**src/rtl/ff_bank_pkg.sv**
```systemverilog
// Shared types for the multimode flip-flop bank: mode encoding and its width.
package ff_bank_pkg;

  localparam int unsigned FF_MODE_COUNT = 4;
  localparam int unsigned FF_MODE_W     = $clog2(FF_MODE_COUNT);

  typedef enum logic [FF_MODE_W-1:0] {
    FF_D  = 2'd0,
    FF_T  = 2'd1,
    FF_JK = 2'd2,
    FF_SR = 2'd3
  } ff_mode_t;

endpackage

```
**src/rtl/ff_next_state.sv**
```systemverilog
// Single-bit next-state function for a D/T/JK/SR flip-flop; flags S=R=1 as illegal.
module ff_next_state
  import ff_bank_pkg::*;
(
  input  ff_mode_t mode,
  input  logic     q,
  input  logic     a,
  input  logic     b,
  output logic     nxt,
  output logic     illegal
);

  // Per-mode next-state decode; an illegal SR pair holds the bit
  always_comb begin
    nxt     = q;
    illegal = 1'b0;
    case (mode)
      FF_D:  nxt = a;
      FF_T:  nxt = q ^ a;
      FF_JK: begin
        case ({a, b})
          2'b00:   nxt = q;
          2'b01:   nxt = 1'b0;
          2'b10:   nxt = 1'b1;
          2'b11:   nxt = ~q;
          default: nxt = q;
        endcase
      end
      FF_SR: begin
        case ({a, b})
          2'b00:   nxt = q;
          2'b01:   nxt = 1'b0;
          2'b10:   nxt = 1'b1;
          2'b11: begin
            nxt     = q;
            illegal = 1'b1;
          end
          default: nxt = q;
        endcase
      end
      default: nxt = q;
    endcase
  end

endmodule

```
**src/rtl/multimode_ff_bank.sv**
```systemverilog
// Bank of WIDTH run-time selectable D/T/JK/SR flip-flops with sync clear,
// per-channel change strobes and an SR illegal-input flag.
module multimode_ff_bank
  import ff_bank_pkg::*;
#(
  parameter int unsigned      WIDTH     = 8,
  parameter logic [WIDTH-1:0] RESET_VAL = {WIDTH{1'b0}}
) (
  input  logic                 clk,
  input  logic                 rst,
  input  logic                 clr,
  input  logic                 en,
  input  logic [FF_MODE_W-1:0] mode,
  input  logic [WIDTH-1:0]     a,
  input  logic [WIDTH-1:0]     b,
  output logic [WIDTH-1:0]     q,
  output logic [WIDTH-1:0]     qn,
  output logic [WIDTH-1:0]     changed,
  output logic                 sr_err
);

  ff_mode_t         mode_s;
  logic [WIDTH-1:0] nxt_s;
  logic [WIDTH-1:0] illegal_s;
  logic [WIDTH-1:0] q_next_s;
  logic             sr_err_next_s;
  logic [WIDTH-1:0] q_r;
  logic [WIDTH-1:0] changed_r;
  logic             sr_err_r;

  assign mode_s = ff_mode_t'(mode);

  for (genvar i = 0; i < WIDTH; i++) begin : g_ch
    ff_next_state u_ns (
      .mode    (mode_s),
      .q       (q_r[i]),
      .a       (a[i]),
      .b       (b[i]),
      .nxt     (nxt_s[i]),
      .illegal (illegal_s[i])
    );
  end

  // Clear beats enable; sr_err only counts cycles that actually evaluate SR
  always_comb begin
    q_next_s      = q_r;
    sr_err_next_s = 1'b0;
    if (clr) begin
      q_next_s      = RESET_VAL;
      sr_err_next_s = 1'b0;
    end else if (en) begin
      q_next_s      = nxt_s;
      sr_err_next_s = (mode_s == FF_SR) && (|illegal_s);
    end else begin
      q_next_s      = q_r;
      sr_err_next_s = 1'b0;
    end
  end

  // State, change strobes and error flag share one edge so they stay aligned
  always_ff @(posedge clk or posedge rst) begin
    if (rst) begin
      q_r       <= RESET_VAL;
      changed_r <= {WIDTH{1'b0}};
      sr_err_r  <= 1'b0;
    end else begin
      q_r       <= q_next_s;
      changed_r <= q_next_s ^ q_r;
      sr_err_r  <= sr_err_next_s;
    end
  end

  assign q       = q_r;
  assign qn      = ~q_r;
  assign changed = changed_r;
  assign sr_err  = sr_err_r;

endmodule

```
**config.mk**
```make
export PLATFORM = sky130hd
export DESIGN_NAME = multimode_ff_bank
export DESIGN_NICKNAME = d
export VERILOG_FILES = /design/src/rtl/ff_bank_pkg.sv /design/src/rtl/ff_next_state.sv /design/src/rtl/multimode_ff_bank.sv
export SDC_FILE = /design/constraint.sdc
export NUM_CORES = 1
export LEC_CHECK = 0
export CORE_MARGIN = 2
export CORE_UTILIZATION = 47
export CTS_BUF_LIST = sky130_fd_sc_hd__clkbuf_4
export DETAILED_ROUTE_END_ITERATION = 12
export GPL_ROUTABILITY_DRIVEN = 0
export MAX_ROUTING_LAYER = met4
export PLACE_DENSITY = 0.87
export SYNTH_ARGS = -nofsm -noshare
export SYNTH_HDL_FRONTEND = slang
export SYNTH_SLANG_ARGS = --single-unit
```
**constraint.sdc**
```tcl
create_clock -name clk -period 1.5 [get_ports clk]
set_input_delay 0.225 -clock clk [delete_from_list [all_inputs] [get_ports clk]]
set_output_delay 0.225 -clock clk [all_outputs]
set_load 0.02 [all_outputs]
```
==> results of run 1 <==
-- stage by stage --
stage / utilization (%) / setup slack (ps)
floorplan: - / 151
finish: 68.5 / 31.4
CTS: 65.9 / 9.93
global route: 68.5 / -44.7
global placement: 65.2 / -268
detailed placement: 65.2 / -336
-- layout by cell type, fill, tap and decap left out, types with 5 or more instances in the layout --
| cell type | Yosys | layout |
|---|---|---|
| buf_4 | 8 | 29 |
| inv_1 | 25 | 25 |
| ha_1 | 24 | 24 |
| clkdlybuf4s50_1 | 0 | 20 |
| dlygate4sd2_1 | 0 | 17 |
| nor2_1 | 16 | 16 |
| dfrtp_1 | 17 | 12 |
| nand3_1 | 10 | 10 |
| nand2_1 | 10 | 10 |
| dlymetal6s2s_1 | 0 | 8 |
| a22oi_1 | 6 | 6 |
| a211oi_1 | 6 | 6 |
| a2bb2oi_1 | 5 | 5 |
| o2111a_1 | 5 | 5 |
| or3_1 | 5 | 5 |
| dfrtp_2 | 0 | 5 |
-- layer usage --
metal,vias up,GRT usage [%]
met5,-,-
met4,0,8.97
met3,4,3.21
met2,51,35.0
met1,761,24.9
li1,776,-
-- repair_timing --
item | in CTS | in global routing
setup endpoints to repair | 18 | 19
pin swaps | 0 | 6
gates resized for setup | 25 | 21
-- kinds of logic after synthesis --
family / after synthesis
buf+inv: 47
compound gates: 44
fa+ha+maj: 27
simple gates: 53
flops: 17
-- worst max-delay path, delay by kind of cell --
family,cells,cell delay (ps)
AOI/OAI and AO/OA,2,230
and+or+nand+nor,2,390
buffers and inverters,2,520
adders and majority gates,1,290
-- synth_stat cells (all sizes together) --
master    n
a211oi    6
a21oi     8
a22oi     6
a2bb2oi   5
buf      15
clkbuf    7
dfrtp    17
ha       24
inv      25
maj3      3
nand2    11
nand2b    3
nand3    10
nor2     16
nor3      5
nor4      2
o2111a    5
o221ai    3
o311ai    5
o31ai     3
o32ai     3
or2       1
or3       5
-- worst max path at each step --
| stage | start | cells past startpoint | end |
|---|---|---|---|
| after floorplan | mode[0] | 5 | changed[1]$_DFF_PP0_ |
| after global placement | mode[1] | 5 | changed[0]$_DFF_PP0_ |
| after detailed placement | a[6] | 7 | q[6]$_DFF_PP0_ |
| after CTS | a[0] | 7 | changed[0]$_DFF_PP0_ |
| after global routing | a[0] | 7 | changed[0]$_DFF_PP0_ |
| final | a[0] | 7 | changed[0]$_DFF_PP0_ |
-- state kept, by name (all words and copies together) (netlist names) --
signal,flops
changed,8
q,8
sr_err,1
-- cell type report --
type / instances / area, µm² / area share (%)
multi-input cells: 124 / 1020 / 43.9
repair buffers: 76 / 688 / 29.6
flip-flops and latches: 17 / 432 / 18.6
well taps: 46 / 57.6 / 2.48
inverters: 25 / 93.8 / 4.04
clock buffers: 4 / 30.0 / 1.29
-- power groups by stage --
stage | clock, µW | sequential [µW] | combinational (µW)
detailed placement | 0 | 548 | 571
floorplan | 0 | 556 | 327
CTS | 280 | 540 | 553
finish | 275 | 541 | 574
global route | 309 | 550 | 627
global placement | 0 | 547 | 553
==> flow_metrics.tcl, run 1 <==
set metrics [dict create \
    synth_top_cell_by_area "dfrtp_1" \
    syn_avg_cell_area_um2 8.91 \
    cp_max_fo 2 \
    p_sw_share_pct 35.3 \
    cts_setup_buffers 0 \
    p_per_area_nw_per_um2 599 \
    antenna_found_initial 0 \
    dr_wl_met2_mm 2.08 \
    worstPathCellList "clkdlybuf4s50_1, inv_1, ha_1, a21oi_2, nor3_2, or3_1, o311ai_2" \
    wl_met3_um 174 \
    finalPower_uw 1390 \
    r2r_setup_slack_ps 100 \
    die_y_um 63.7 \
    core-area_um2 3390 \
    fmax_mhz 681 \
    p_seq_share_pct 38.9 \
    synth_cell_types 27 \
    antenna_left 0 \
    num_rows 21 \
    clk_latency_ps 290 \
    io_buffers 46 \
    syn_to_final_growth_pct 38.5 \
    tightestPinTransition_ps 284 \
    finalSetupTns_ps 0 \
    syn_nets 234 \
    min_period_ps 1470 \
    p_leak_uw 0.00117 \
    ir_drop_uv 267 \
    place_inst 288 \
    wl_met1_mm 1.69 \
    max-clock-path-buffers 2 \
    yosys.area_share.simple_pct 15.8 \
    fillCellCount 248 \
    topRoutingLayerUsed "met4" \
    power_frac_comb_pct 41.3 \
    wirelength_mm 3.98 \
    whs_ps 233 \
    fin_nets 293 \
    slew_headroom_pct 81.1 \
    synthCells 188 \
    final_cell_area_um2 2320 \
    hold_path_class "in -> async" \
    hpwl_mm 2.91 \
    wl_per_cell_um 13.6 \
    finalCritPeriodShare_pct 97.9 \
    status "completed" \
    io_pins 47 \
    reg2reg_from "q[0]$_DFF_PP0_" \
    drive_above_1_share_pct 23.2 \
    critPathKind "in -> reg" \
    reg2reg_depth 4 \
    cts.htree.levels 1 \
    cp.arrival_ps 1660 \
    numClockSinks 17 \
    rsz0062_at_grt "yes" \
    maxCapViolations 0 \
    grt_pass1_wl_mm 6.62 \
    grt_max_degree 18 \
    clock_skew_ps 0.186 \
    hold_buffers 0 \
    synth_top_family_by_area "compound AO/OA/AOI/OAI gates" \
    dr.pass1.iters 4 \
    grt_pass1_vias 1524 \
    die_w_um 63.7 \
    required_ps 1690 \
    clkPwrFrac_pct 19.8 \
    floorplan.initialDensity_pct 49.4 \
    end_kind "flop" \
    clk_pin_slew_ps 110 \
    synthTopCellsByArea "dfrtp_1 (25%), ha_1 (18%), inv_1 (5.6%), clkbuf_8 (4.1%), buf_6 (4.0%)" \
    synth_top_area_share_pct 25.4 \
    synth-seq-cells 17 \
    p_int_uw 900 \
    rr_endpoint "changed[0]$_DFF_PP0_" \
    die_area_um2 4060 \
    finalHoldViolations 0 \
    grt_overflow 0 \
    synthAdderAreaFrac_pct 19.9 \
    synth_area_um2 1680 \
    viasPerCell 5.45 \
    layoutNonFillerInstCount 292 \
    diodes 0 \
    yosysSeqAreaShare_pct 25.4 \
    max_stage_delay_ps 470 \
    cts_tree "built" \
    start_kind "primary input" \
    num_vias 1592 \
    drc 0 \
    report.final.slew_viol_count 0 \
    synth_compound_area_share_pct 20.8 \
    synth_mux_area_share_pct 0 \
    setup_viol 0 \
    numCtsBuffers 3 \
    grtUsageTotal_pct 20.9 \
    yosysWarnings 0 \
    drtIter0Drc 103 \
    slowest_stage "clkdlybuf4s50_1" \
    post_dp_cell_area_um2 2210 \
    clock-root-buffer "clkbuf_4" \
    power.switching_uw 491 \
    synth_xor_area_share_pct 0 \
]
Note: power is estimated with default switching activity, not from simulation.
==> run 2, diff against run 1 <==
--- a/config.mk
+++ b/config.mk
@@ -9,7 +9,6 @@
 export CORE_UTILIZATION = 47
 export CTS_BUF_LIST = sky130_fd_sc_hd__clkbuf_4
 export DETAILED_ROUTE_END_ITERATION = 12
-export GPL_ROUTABILITY_DRIVEN = 0
 export MAX_ROUTING_LAYER = met4
 export PLACE_DENSITY = 0.87
 export SYNTH_ARGS = -nofsm -noshare
==> results of run 2 <==
Same layout as run 1: the final DEF is identical, and so are final timing and power.
==> run 3, diff against run 2 <==
--- a/config.mk
+++ b/config.mk
@@ -10,7 +10,7 @@
 export CTS_BUF_LIST = sky130_fd_sc_hd__clkbuf_4
 export DETAILED_ROUTE_END_ITERATION = 12
 export MAX_ROUTING_LAYER = met4
-export PLACE_DENSITY = 0.87
+export PLACE_DENSITY_LB_ADDON = 0.3
 export SYNTH_ARGS = -nofsm -noshare
 export SYNTH_HDL_FRONTEND = slang
 export SYNTH_SLANG_ARGS = --single-unit
==> run 3 against run 2 <==
Compared with the run above: non-clock buffer count fell by 2; cell count is 0.68% lower; largest cell class unchanged; count of clock-buffer cells in the layout shrank 1; critical endpoint is now changed[1]$_DFF_PP0_; die area is the same; register-to-register slack improved by 50 ps; sequential share of layout area is 0.27 points lower; total power grew 0.63%; core utilization up 1.4 points; sequential power up 0.7%.
==> flow_metrics.tcl, run 3 (same netlist as run 1, synthesis figures left out) <==
set metrics [dict create \
    clock-root-buffer "clkbuf_4" \
    worstPathCellList "clkdlybuf4s50_1, inv_1, ha_1, a21oi_2, nor3_2, or3_1, o311ai_1" \
    rsz0062_at_grt "yes" \
    grtUsageTotal_pct 20.6 \
    floorplan.initialDensity_pct 49.4 \
    start_kind "primary input" \
    reg2reg_depth 5 \
    final_cell_mix "inv_1 (25), buf_4 (25), ha_1 (22), clkdlybuf4s50_1 (20)" \
    p_per_area_nw_per_um2 591 \
    finalHoldViolations 0 \
    setup_viol 0 \
    clk_latency_ps 300 \
    critPathKind "in -> reg" \
    max_stage_delay_ps 480 \
    grt_max_degree 23 \
    hold_buffers 0 \
    ir_drop_uv 366 \
    reg2reg_from "q[4]$_DFF_PP0_" \
    finalCritPeriodShare_pct 97.4 \
    viasPerCell 5.32 \
    clk_pin_slew_ps 120 \
    die_y_um 63.7 \
    antenna_left 0 \
    max-clock-path-buffers 2 \
    fin_nets 291 \
    fillCellCount 275 \
    diodes 0 \
    maxCapViolations 0 \
    num_vias 1542 \
    clock_skew_ps 8.09 \
    antenna_found_initial 0 \
    report.final.slew_viol_count 0 \
    drc 0 \
    wirelength_mm 3.98 \
    wl_per_cell_um 13.7 \
    worst-path-buf-inv 2 \
    final_cell_area_um2 2370 \
    die_w_um 63.7 \
    core-area_um2 3390 \
    io_buffers 46 \
    grt_pass1_wl_mm 6.49 \
    cp.arrival_ps 1670 \
    die_area_um2 4060 \
    cp_top_family "buffers and inverters" \
    required_ps 1710 \
    post_dp_cell_area_um2 2230 \
    r2r_setup_slack_ps 150 \
    slew_headroom_pct 79.7 \
    drtIter0Drc 84 \
    rr_endpoint "q[4]$_DFF_PP0_" \
    p_leak_uw 0.00117 \
    cp_max_fo 2 \
    cts.htree.levels 1 \
    numClockSinks 17 \
    status "completed" \
    hpwl_mm 2.78 \
    grt_pass1_vias 1449 \
    place_inst 286 \
    min_period_ps 1460 \
    slowest_stage "clkdlybuf4s50_1" \
    syn_to_final_growth_pct 41.4 \
    fmax_mhz 684 \
    gp_congestion 0.797 \
    cts_tree "built" \
    hold_path_class "in -> async" \
    drive_above_1_share_pct 25.0 \
    io_pins 47 \
    numCtsBuffers 3 \
    layoutNonFillerInstCount 290 \
    grt_overflow 0 \
    tightestPinTransition_ps 302 \
    dr.pass1.iters 4 \
    num_rows 21 \
    end_kind "flop" \
]
run 3: report_power, final:
group | switching, µW | total, µW | internal [µW]
registers | 45.7 | 545 | 499
logic | 297 | 591 | 294
clock network | 165 | 264 | 99.3
total | 508 | 1400 | 892
run 3: worst reg2reg max path, stage by stage, from the launching register on:
cell	delay, ps
dfrtp_2	480
maj3_2	330
o32ai_2	120
buf_4	170
a22oi_2	70
nor2_1	110
run 3: stage by stage:
step	worst slack [ps]	setup TNS (ps)	total power, µW	utilization [%]	hold slack, ps
final	39.1	0	1400	69.9	222
after global routing	-21.0	-27.2	1500	69.9	237
after CTS	6.90	0	1370	66.4	229
after detailed placement	-352	-4350	1130	65.9	566
after global placement	-274	-3710	1120	65.9	558
after floorplan	151	0	883	-	151
run 3: metal layers:
layer / vias to the layer above / track usage [%] / part of all wire, %
li1: 767 / - / -
met1: 731 / 26.0 / 45
met2: 42 / 34.6 / 51
met3: 2 / 2.14 / 3.8
met4: 0 / 6.52 / 0.075
met5: - / - / 0
run 3: worst max path at each step:
stage                       start                   end  slack (ps)  depth (start not counted)
after floorplan           mode[0]  changed[1]$_DFF_PP0_         150                          5
after detailed placement     a[6]  changed[6]$_DFF_PP0_        -350                          7
final                        a[1]  changed[1]$_DFF_PP0_          40                          7
after CTS                 mode[0]  changed[0]$_DFF_PP0_           7                          5
after global routing         a[3]  changed[3]$_DFF_PP0_         -20                          7
after global placement       a[6]        q[6]$_DFF_PP0_        -270                          7
run 3: final cells by class:
cell class	count	area, µm²	area share [%]
flip-flops and latches	17	434	18.3
repair buffers	74	711	30.0
multi-input cells	124	1040	44.1
clock inverters	1	5.00	0.211
inverters	25	93.8	3.96
well taps	46	57.6	2.43
clock buffers	3	22.5	0.951
run 3: repair_timing:
| action | in CTS | in global routing |
|---|---|---|
| endpoints found under the setup margin | 19 | 20 |
| hold endpoints to repair | 0 | 0 |
| resized for setup | 23 | 28 |
| buffers inserted | 0 | 0 |
| pin swaps | 0 | 7 |
